$ cat src/rtl/dsp_pkg.sv
// Shared DSP helpers: constant-function log2 and the delay-line constants
// and types used by the programmable delay line and its fill controller.
package dsp_pkg;

    localparam int DELAY_MIN = 1;

    // Which side of the legal range a requested delay fell on
    typedef enum logic [1:0] {
        CLAMP_NONE = 2'd0,
        CLAMP_LOW  = 2'd1,
        CLAMP_HIGH = 2'd2
    } clamp_e;

    function automatic int clog2(input int value);
        int result;
        result = 0;
        for (int i = 0; i < 31; i++) begin
            if ((1 << i) < value) begin
                result = i + 1;
            end
        end
        return result;
    endfunction

endpackage

$ cat src/rtl/prog_delay_line_if.sv
// Sample-stream bundle of the programmable delay line: stimulus side
// (enable, sample, qualifier, requested delay) and the delayed outputs.
interface prog_delay_line_if #(
    parameter int WIDTH = 16,
    parameter int DW    = 7
);
    logic             en_i;
    logic [WIDTH-1:0] data_i;
    logic             valid_i;
    logic [DW-1:0]    delay_i;
    logic [WIDTH-1:0] data_o;
    logic             valid_o;
    logic             filled_o;
    logic [DW-1:0]    delay_o;

    modport master (
        output en_i, data_i, valid_i, delay_i,
        input  data_o, valid_o, filled_o, delay_o
    );

    modport slave (
        input  en_i, data_i, valid_i, delay_i,
        output data_o, valid_o, filled_o, delay_o
    );

endinterface

$ cat src/rtl/delay_fill_ctrl.sv
// Delay clamp, effective-delay register and fill counter of the delay line.
// filled_o rises once delay_o samples were accepted since reset or the last change.
module delay_fill_ctrl
    import dsp_pkg::*;
#(
    parameter int MAX_DELAY = 64,
    parameter int DW        = clog2(MAX_DELAY + 1)
) (
    input  logic          clk_i,
    input  logic          rst_ni,
    input  logic          en_i,
    input  logic [DW-1:0] delay_i,
    output logic [DW-1:0] delay_o,
    output logic          filled_o
);

    localparam logic [DW-1:0] DMIN = DW'(DELAY_MIN);
    localparam logic [DW-1:0] DMAX = DW'(MAX_DELAY);

    clamp_e        clamp_kind;
    logic [DW-1:0] delay_d, delay_q;
    logic [DW-1:0] cnt_d, cnt_q;
    logic          change;

    always_comb begin
        clamp_kind = CLAMP_NONE;
        if (delay_i == '0) begin
            clamp_kind = CLAMP_LOW;
        end else if (delay_i > DMAX) begin
            clamp_kind = CLAMP_HIGH;
        end

        delay_d = delay_i;
        unique case (clamp_kind)
            CLAMP_LOW:  delay_d = DMIN;
            CLAMP_HIGH: delay_d = DMAX;
            default:    delay_d = delay_i;
        endcase

        change = (delay_d != delay_q);

        // A change restarts the fill even if a sample is accepted on that edge
        cnt_d = cnt_q;
        if (change) begin
            cnt_d = '0;
        end else if (en_i && (cnt_q < delay_q)) begin
            cnt_d = cnt_q + DW'(1);
        end
    end

    always_ff @(posedge clk_i or negedge rst_ni) begin
        if (!rst_ni) begin
            delay_q <= DMIN;
            cnt_q   <= '0;
        end else begin
            delay_q <= delay_d;
            cnt_q   <= cnt_d;
        end
    end

    assign delay_o  = delay_q;
    assign filled_o = (cnt_q >= delay_q);

endmodule

$ cat src/rtl/prog_delay_line.sv
// Programmable-depth delay line: a MAX_DELAY-deep sample/valid shift register
// advanced by en_i, tapped at the effective delay held by delay_fill_ctrl.
module prog_delay_line
    import dsp_pkg::*;
#(
    parameter int WIDTH     = 16,
    parameter int MAX_DELAY = 64
) (
    input  logic               clk_i,
    input  logic               rst_ni,
    prog_delay_line_if.slave   bus
);

    localparam int DW = clog2(MAX_DELAY + 1);
    localparam int AW = clog2(MAX_DELAY);

    logic [WIDTH-1:0]     stage_d   [MAX_DELAY];
    logic [WIDTH-1:0]     stage_q   [MAX_DELAY];
    logic [WIDTH-1:0]     shift_src [MAX_DELAY];
    logic [MAX_DELAY-1:0] stage_vld_d, stage_vld_q;
    logic [DW-1:0]        delay_q;
    logic                 filled;
    logic [AW-1:0]        tap_idx;

    // Each stage's shift source: the input for stage 0, its neighbour otherwise
    generate
        for (genvar gi = 0; gi < MAX_DELAY; gi++) begin : g_src
            if (gi == 0) begin : g_head
                assign shift_src[gi] = bus.data_i;
            end else begin : g_body
                assign shift_src[gi] = stage_q[gi-1];
            end
        end
    endgenerate

    always_comb begin
        for (int k = 0; k < MAX_DELAY; k++) begin
            stage_d[k] = bus.en_i ? shift_src[k] : stage_q[k];
        end
        stage_vld_d = bus.en_i ? {stage_vld_q[MAX_DELAY-2:0], bus.valid_i} : stage_vld_q;
    end

    always_ff @(posedge clk_i or negedge rst_ni) begin
        if (!rst_ni) begin
            for (int k = 0; k < MAX_DELAY; k++) begin
                stage_q[k] <= '0;
            end
            stage_vld_q <= '0;
        end else begin
            stage_q     <= stage_d;
            stage_vld_q <= stage_vld_d;
        end
    end

    delay_fill_ctrl #(
        .MAX_DELAY (MAX_DELAY),
        .DW        (DW)
    ) u_fill (
        .clk_i    (clk_i),
        .rst_ni   (rst_ni),
        .en_i     (bus.en_i),
        .delay_i  (bus.delay_i),
        .delay_o  (delay_q),
        .filled_o (filled)
    );

    // delay_q is always within 1..MAX_DELAY, so the tap never leaves the array
    assign tap_idx      = AW'(delay_q - DW'(DELAY_MIN));
    assign bus.data_o   = stage_q[tap_idx];
    assign bus.valid_o  = stage_vld_q[tap_idx] & filled;
    assign bus.filled_o = filled;
    assign bus.delay_o  = delay_q;

endmodule

$ cat src/flat_wrapper.sv
// flat-port wrapper written by rule: the top's interface ports become plain ports
module prog_delay_line_flat import dsp_pkg::*;
#(
    parameter int WIDTH     = 16,
    parameter int MAX_DELAY = 64
)
  (clk_i, rst_ni, bus_en_i, bus_data_i, bus_valid_i, bus_delay_i, bus_data_o, bus_valid_o, bus_filled_o, bus_delay_o);
  prog_delay_line_if #(.WIDTH(WIDTH), .DW((7))) bus_i ();
  input  logic clk_i;
  input  logic rst_ni;
  input wire logic [$bits(bus_i.en_i)-1:0] bus_en_i;
  input wire logic [$bits(bus_i.data_i)-1:0] bus_data_i;
  input wire logic [$bits(bus_i.valid_i)-1:0] bus_valid_i;
  input wire logic [$bits(bus_i.delay_i)-1:0] bus_delay_i;
  output wire logic [$bits(bus_i.data_o)-1:0] bus_data_o;
  output wire logic [$bits(bus_i.valid_o)-1:0] bus_valid_o;
  output wire logic [$bits(bus_i.filled_o)-1:0] bus_filled_o;
  output wire logic [$bits(bus_i.delay_o)-1:0] bus_delay_o;
  assign bus_i.en_i = bus_en_i;
  assign bus_i.data_i = bus_data_i;
  assign bus_i.valid_i = bus_valid_i;
  assign bus_i.delay_i = bus_delay_i;
  assign bus_data_o = bus_i.data_o;
  assign bus_valid_o = bus_i.valid_o;
  assign bus_filled_o = bus_i.filled_o;
  assign bus_delay_o = bus_i.delay_o;
  prog_delay_line #(.WIDTH(WIDTH), .MAX_DELAY(MAX_DELAY)) u_core (.clk_i(clk_i), .rst_ni(rst_ni), .bus(bus_i));
endmodule
$ cat config.mk
export PLATFORM = sky130hd
export DESIGN_NAME = prog_delay_line_flat
export DESIGN_NICKNAME = d
export VERILOG_FILES = /design/src/rtl/dsp_pkg.sv /design/src/rtl/prog_delay_line_if.sv /design/src/rtl/delay_fill_ctrl.sv /design/src/rtl/prog_delay_line.sv /design/src/flat_wrapper.sv
export SDC_FILE = /design/constraint.sdc
export NUM_CORES = 2
export LEC_CHECK = 0
export ABC_AREA = 1
export BUFFER_PORTS_ARGS = -buffer_cell sky130_fd_sc_hd__buf_2
export CORE_MARGIN = 5
export CORE_UTILIZATION = 50
export CTS_BUF_LIST = sky130_fd_sc_hd__clkbuf_8 sky130_fd_sc_hd__clkbuf_16
export DETAILED_ROUTE_END_ITERATION = 7
export HOLD_SLACK_MARGIN = 0.02
export PLACE_DENSITY_LB_ADDON = 0.3
export SETUP_SLACK_MARGIN = 0.5
export SYNTH_ARGS = -nofsm -noshare
export SYNTH_HDL_FRONTEND = slang
export SYNTH_HIERARCHICAL = 1
export SYNTH_SLANG_ARGS = --single-unit
$ cat constraint.sdc
create_clock -name clk_i -period 4.6 [get_ports clk_i]
set_clock_uncertainty 0.15 [all_clocks]
set_input_delay 0.92 -clock clk_i [delete_from_list [all_inputs] [get_ports clk_i]]
set_output_delay 0.92 -clock clk_i [all_outputs]
set_load 0.1 [all_outputs]
==> After elaboration in Yosys (flattened, before gate mapping) <==
Index checks and enable logic that the tools add are counted.
{ "word_totals": {"mem_bits_ro": 0, "out_inout_bits": 25, "wordCells": 92, "latch_bits": 0, "mem_bits_rw": 0, "mem_count": 0, "register_bits": 1102} }
{ "op_classes": {"order_cmp": 5, "bitwise": 2, "reduce_logical": 3, "eq_ne": 3, "multipliers": 0, "n_div": 0, "n_addsub": 2, "shift": 0, "muxes": 10} }
{ "op_table": {"columns": ["operator", "n"], "rows": [
  ["binary-select mux 16 bit (select 6 bit)", 1],
  ["2-to-1 mux 16 bit", 2],
  ["2-to-1 mux 7 bit", 2],
  ["one-hot mux 7 bit (2 select lines)", 1],
  ["adder 7 x 1 -> 7 bit, second input constant", 1],
  [">= comparator 7 bit", 1],
  [">= comparator 7 bit, second input constant", 1],
  ["greater-than comparator 7 bit, second input constant", 1],
  ["zero test 7 bit", 1],
  ["< comparator 6 x 7 -> 1 bit, second input constant", 1],
  ["< comparator 7 bit", 1],
  ["inequality test 7 bit", 1],
  ["NOT 6 -> 7 bit", 1],
  ["binary-select mux 1 bit (select 6 bit)", 1],
  ["subtractor 6 x 1 -> 6 bit, second input constant", 1],
  ["2-to-1 mux 2 bit", 2],
  ["equality test 2 x 1 -> 1 bit, second input constant", 1],
  ["equality test 2 bit, second input constant", 1],
  ["nonzero test 2 bit", 1],
  ["bitwise AND 1 bit", 1],
  ["logical AND 1 bit", 1],
  ["2-to-1 mux 1 bit", 1]
]} }

==> Longest topological paths before layout <==
{ "depth": {"depth_word": 7, "depth_mapped": 17} }

==> Modules after synthesis <==
Netlist, hierarchy kept.
{ "modules_own_cells": {"columns": ["mod", "instances", "cells_each", "area_each_um2"], "rows": [
  ["prog_delay_line", 1, 5746, 50155.6],
  ["delay_fill_ctrl", 1, 133, 977.2]
]} }

==> Worst setup path before layout <==
OpenSTA, ideal clock, no wires.
{ "synth_timing": {"kind": "register to output", "start": "register u_core.u_fill.delay_q[0] (netlist: u_core/u_fill/delay_o[0])", "end": "output bus_valid_o", "arrival_time_ns": 4.066, "path_slack_ns": -0.536, "path_stages_with_launch": 18, "n_path_buf": 7, "cell_sequence": "dfstp_2 -> buf_6 -> inv_2 -> buf_6 -> buf_2 -> buf_2 -> ha_1 -> buf_2 -> inv_1 -> buf_2 -> buf_2 -> nand3_1 -> nand3_1 -> nand3_1 -> nand3_1 -> nand3_1 -> nand2_1 -> nor2_1"} }
{ "synth_via": {"elab_chain_len": 4, "elab_cells_between_ends": 5, "classes_between": "add/sub: 1; order compare: 1; mux: 2; bitwise: 1"} }
{ "synth_lines": {"columns": ["item", "line_no", "text"], "rows": [
  ["from (decl)", "delay_fill_ctrl.sv:21", "logic [DW-1:0] delay_d, delay_q;"],
  ["from (signal assigned)", "delay_fill_ctrl.sv:56", "delay_q <= delay_d;"],
  ["subtractor 6 x 1 -> 6 bit", "prog_delay_line.sv:68", "assign tap_idx = AW'(delay_q - DW'(DELAY_MIN));"],
  ["binary-select mux 1 bit (select 6 bit)", "prog_delay_line.sv:70", "assign bus.valid_o = stage_vld_q[tap_idx] & filled;"],
  ["2-to-1 mux 1 bit (implied by the code)", "prog_delay_line.sv:70", null],
  ["bitwise AND 1 bit (*)", "prog_delay_line.sv:70", null],
  ["to (decl)", "flat_wrapper.sv:16", "output wire logic [$bits(bus_i.valid_o)-1:0] bus_valid_o;"]
]} }
Every way passes the cells marked *; elsewhere a longest branch is shown, timed or not. The select of a mux whose other input is x is not followed.

==> Final worst setup path <==
{ "layout_timing": {"start": "register u_core.u_fill.delay_q[0] (netlist: u_core/u_fill/delay_o[0])", "end": "output bus_data_o[11]"} }
{ "layout_via": {"elab_chain_len": 5} }
{ "layout_lines": {"columns": ["item", "line_no", "text"], "rows": [
  ["subtractor 6 x 1 -> 6 bit", "prog_delay_line.sv:68", null],
  ["NOT 6 -> 7 bit (implied by the code)", "prog_delay_line.sv:69", "assign bus.data_o = stage_q[tap_idx];"],
  ["binary-select mux 16 bit (select 6 bit)", "prog_delay_line.sv:69", null],
  ["2-to-1 mux 16 bit (implied by the code) (2 in series)", "prog_delay_line.sv:69", null],
  ["to (decl)", "flat_wrapper.sv:15", "output wire logic [$bits(bus_i.data_o)-1:0] bus_data_o;"]
]} }
No other way between the ends. The select of a mux whose other input is x is not followed.

==> flow_summary.ini <==
[routing]
via_per_inst = 5.586
wl_per_cell_microns = 17.80
drtPass1Iterations = 8
routed_wl_microns = 128300
via_count = 40250
ant_nets = 0
first_iter_violations = 3994
drc = 0

[critical_path]
reg2reg_from = u_core/u_fill/delay_o[0]
rr_worst_depth = 14
cp_num_buf_inv = 3
cpMostUsedCell = nand3_1
path_cells = inv_8 -> buf_12 -> a21oi_1 -> o21ai_0 -> nand3_1 -> nand3_1 -> nand3_1 -> nand3_2 -> nand2_4 -> buf_12
slowest_stage = dfstp_4
r2r_setup_slack_ns = 2.00
required_ns = 3.53
critPathKind = reg -> out
critPathTopFamily = flip-flops
arrival_ns = 3.37
path_max_fanout = 230
path_depth = 10
reg2reg_to = u_core/u_fill/cnt_q[5]
start_kind = flop
slowest_delay_ns = 0.66
endpoint_kind = output pin

[floorplan]
die_x_microns = 329.8
row_count = 117
dieArea_sq_mm = 0.1088
design.core.area_sq_mm = 0.1017
ios = 52
dieHeight_microns = 329.8
start_util = 0.5026

[placement]
portBuffers = 51
place_congestion = 0.7636
placed_area_sq_mm = 0.05258
place_hpwl_microns = 63740

[power]
p_leak_nw = 26.08
ir_drop_mv = 0.3495
powerDensity_mw_per_mm2 = 467.5
power_mw = 27.24

[synth]
yosysWarningCount = 6
syn_inst = 5879
yosysUniqueCellTypes = 32
synth_area_sq_mm = 0.05113
yosys.area.top_type = dfrtp_1
synth_fp_nets = 5915
yosysSeqAreaShare = 0.5393
ys_ff_latch = 1102
syn_avg_cell_area_sq_um = 8.698
netlist.area_leader.share = 0.5388
synth_area_leaders = dfrtp_1 54%, o21ai_0 9.2%, a21oi_1 7.4%

[clocking]
insertion_delay_ns = 0.69
clock-sinks = 1102
cts_buffer_depth = 3
clk_pin_slew_worst_paths_ns = 0.06
clockRootBuffer = clkbuf_16
cts_tree = built
numCtsBuffers = 115
htree_levels = 3

[global_routing]
grt_usage = 0.2336
gr-max-usage-layer = met2
grt-ovfl-total = 0
antenna_found_initial = 1
grt_use_met1 = 0.3434
met3_usage = 0.04003
grt_pass1_wl_microns = 206500
grt_pass1_vias = 38280
grt_max_degree = 231
use_met2 = 0.3614

[cells_and_area]
drive_above_1_share = 0.1247
nNetsFinal = 5778
post-route-util = 0.5728
nFillCells = 8767
synthToLayoutAreaGrowth_pct = 13.97
final_area_sq_mm = 0.05828

[run]
drv_cap = 0

[timing]
tightest_slew_ns = 1.390
grt_setup_unrepaired = yes
setup_viol = 0
fin_crit_sh = 0.9650
tns_ns = 0
hold_violations = 0
slew_viol_final = 0
timing.fmax_mhz = 225.3
min_period_ns = 4.439
relSlewSlack = 0.07362
hold_slack_ns = 0.06619

[outcome]
status = finished clean

[hold_path]
hold_path.class = in -> async
[placed cells by master, fill, tap and decap left out, types with 23 or more instances in the layout]
cell type | Yosys | routed
o21ai_0 | 942 | 913
mux2_2 | 183 | 183
buf_4 | 7 | 49
a21oi_1 | 758 | 749
dfrtp_1 | 1101 | 1100
inv_1 | 576 | 605
nand3_1 | 546 | 487
nand2_1 | 773 | 753
clkbuf_16 | 0 | 124
nor2_1 | 382 | 380
o21ai_1 | 0 | 29
buf_16 | 0 | 34
buf_2 | 277 | 32
clkbuf_8 | 0 | 32
buf_12 | 0 | 57
o211ai_1 | 74 | 74
clkinv_2 | 0 | 23
o211ai_2 | 50 | 50
nand3_2 | 1 | 48
[synthesized netlist by cell type]
library cell      n
buf_6            18
nand2_1         773
nand3_2           1
nor3_2            1
o21ai_0         942
buf_1            23
nor2_2            3
a21oi_2           1
buf_4             7
nand2_2           4
clkinv_1          1
inv_1           576
clkbuf_1        129
mux2_2          183
nand3b_2          1
ha_1              9
xor2_4            1
nand4_1           4
o211ai_2         50
nor3_4            1
dlygate4sd3_1     1
nand3_1         546
o211ai_1         74
dfrtp_1        1101
buf_2           277
dfstp_2           1
xnor2_1           3
xor2_2            1
xor2_1            3
inv_2             4
nor2_1          382
a21oi_1         758
[power by group]
| part | internal, mW | switching, mW |
|---|---|---|
| clock | 5.52 | 3.82 |
| combinational | 2.08 | 3.60 |
| sequential | 11.3 | 0.916 |
[how the worst max path moves through the flow]
stage	from	slack, ns	to
finish	u_core/u_fill/delay_o[0]	0.16	bus_data_o[11]
global route	u_core/u_fill/delay_o[0]	0.24	bus_data_o[11]
CTS	u_core/u_fill/delay_o[0]	0.38	bus_data_o[12]
detailed placement	u_core/u_fill/delay_o[0]	0.56	bus_data_o[3]
global placement	u_core/u_fill/delay_o[0]	0.58	bus_data_o[7]
floorplan	u_core/u_fill/delay_o[0]	0.40	bus_valid_o
[flip-flops by register name, indices dropped and copies added, names as in the netlist]
| register | flops |
|---|---|
| u_core/stage_vld_q | 64 |
| u_core/shift_src | 1008 |
| u_core/stage_q | 16 |
| u_core/u_fill/cnt_q | 7 |
| u_core/u_fill/delay_o | 7 |
[cell families (layout without fill, tap and decap cells)]
family          count (synthesis)  in the layout  synth area share
other cells                     0              1                 0
fa+ha+maj                       9              9          0.002202
xor+xnor                        8              8          0.001885
buf+inv                      1036            993           0.08611
flops                        1102           1102            0.5393
mux                           183            183           0.04030
simple gates                 1716           1717            0.1405
compound gates               1825           1825            0.1897
[metal layers]
| metal | vias to the layer above | wire, microns |
|---|---|---|
| met5 | - | 0 |
| met4 | 0 | 3232 |
| met3 | 211 | 7447 |
| met2 | 1111 | 58090 |
| met1 | 19630 | 59520 |
| li1 | 19300 | - |
[final cells by class]
type | instances | area, sq um | share of cell area
Sequential cell | 1102 | 27580 | 0.4733
Tap cell | 1368 | 1712 | 0.02937
Timing Repair inverter | 5 | 53.80 | 0.0009232
Multi-Input combinational cell | 3742 | 19780 | 0.3394
Antenna cell | 1 | 2.502 | 0.00004294
Timing Repair Buffer | 195 | 3068 | 0.05265
Inverter | 581 | 2223 | 0.03815
Clock buffer | 150 | 3393 | 0.05823
Clock inverter | 62 | 461.7 | 0.007923
[through the flow]
step,std cells,setup slack (ns)
final,7206,0.1609
after global routing,7206,0.2378
after CTS,7199,0.3758
after detailed placement,6935,0.5624
after global placement,6935,0.5778
after floorplan,5879,0.4036
[what timing repair did]
action | CTS | global route
buffers inserted | 20 | 0
cloned | 32 | 6
hold buffers | 0 | 0
setup endpoints to repair | 18 | 17
pin swaps | 20 | 29
hold endpoints to repair | 0 | 0
gates resized for setup | 126 | 58
Note: power is estimated with default switching activity, not from simulation.
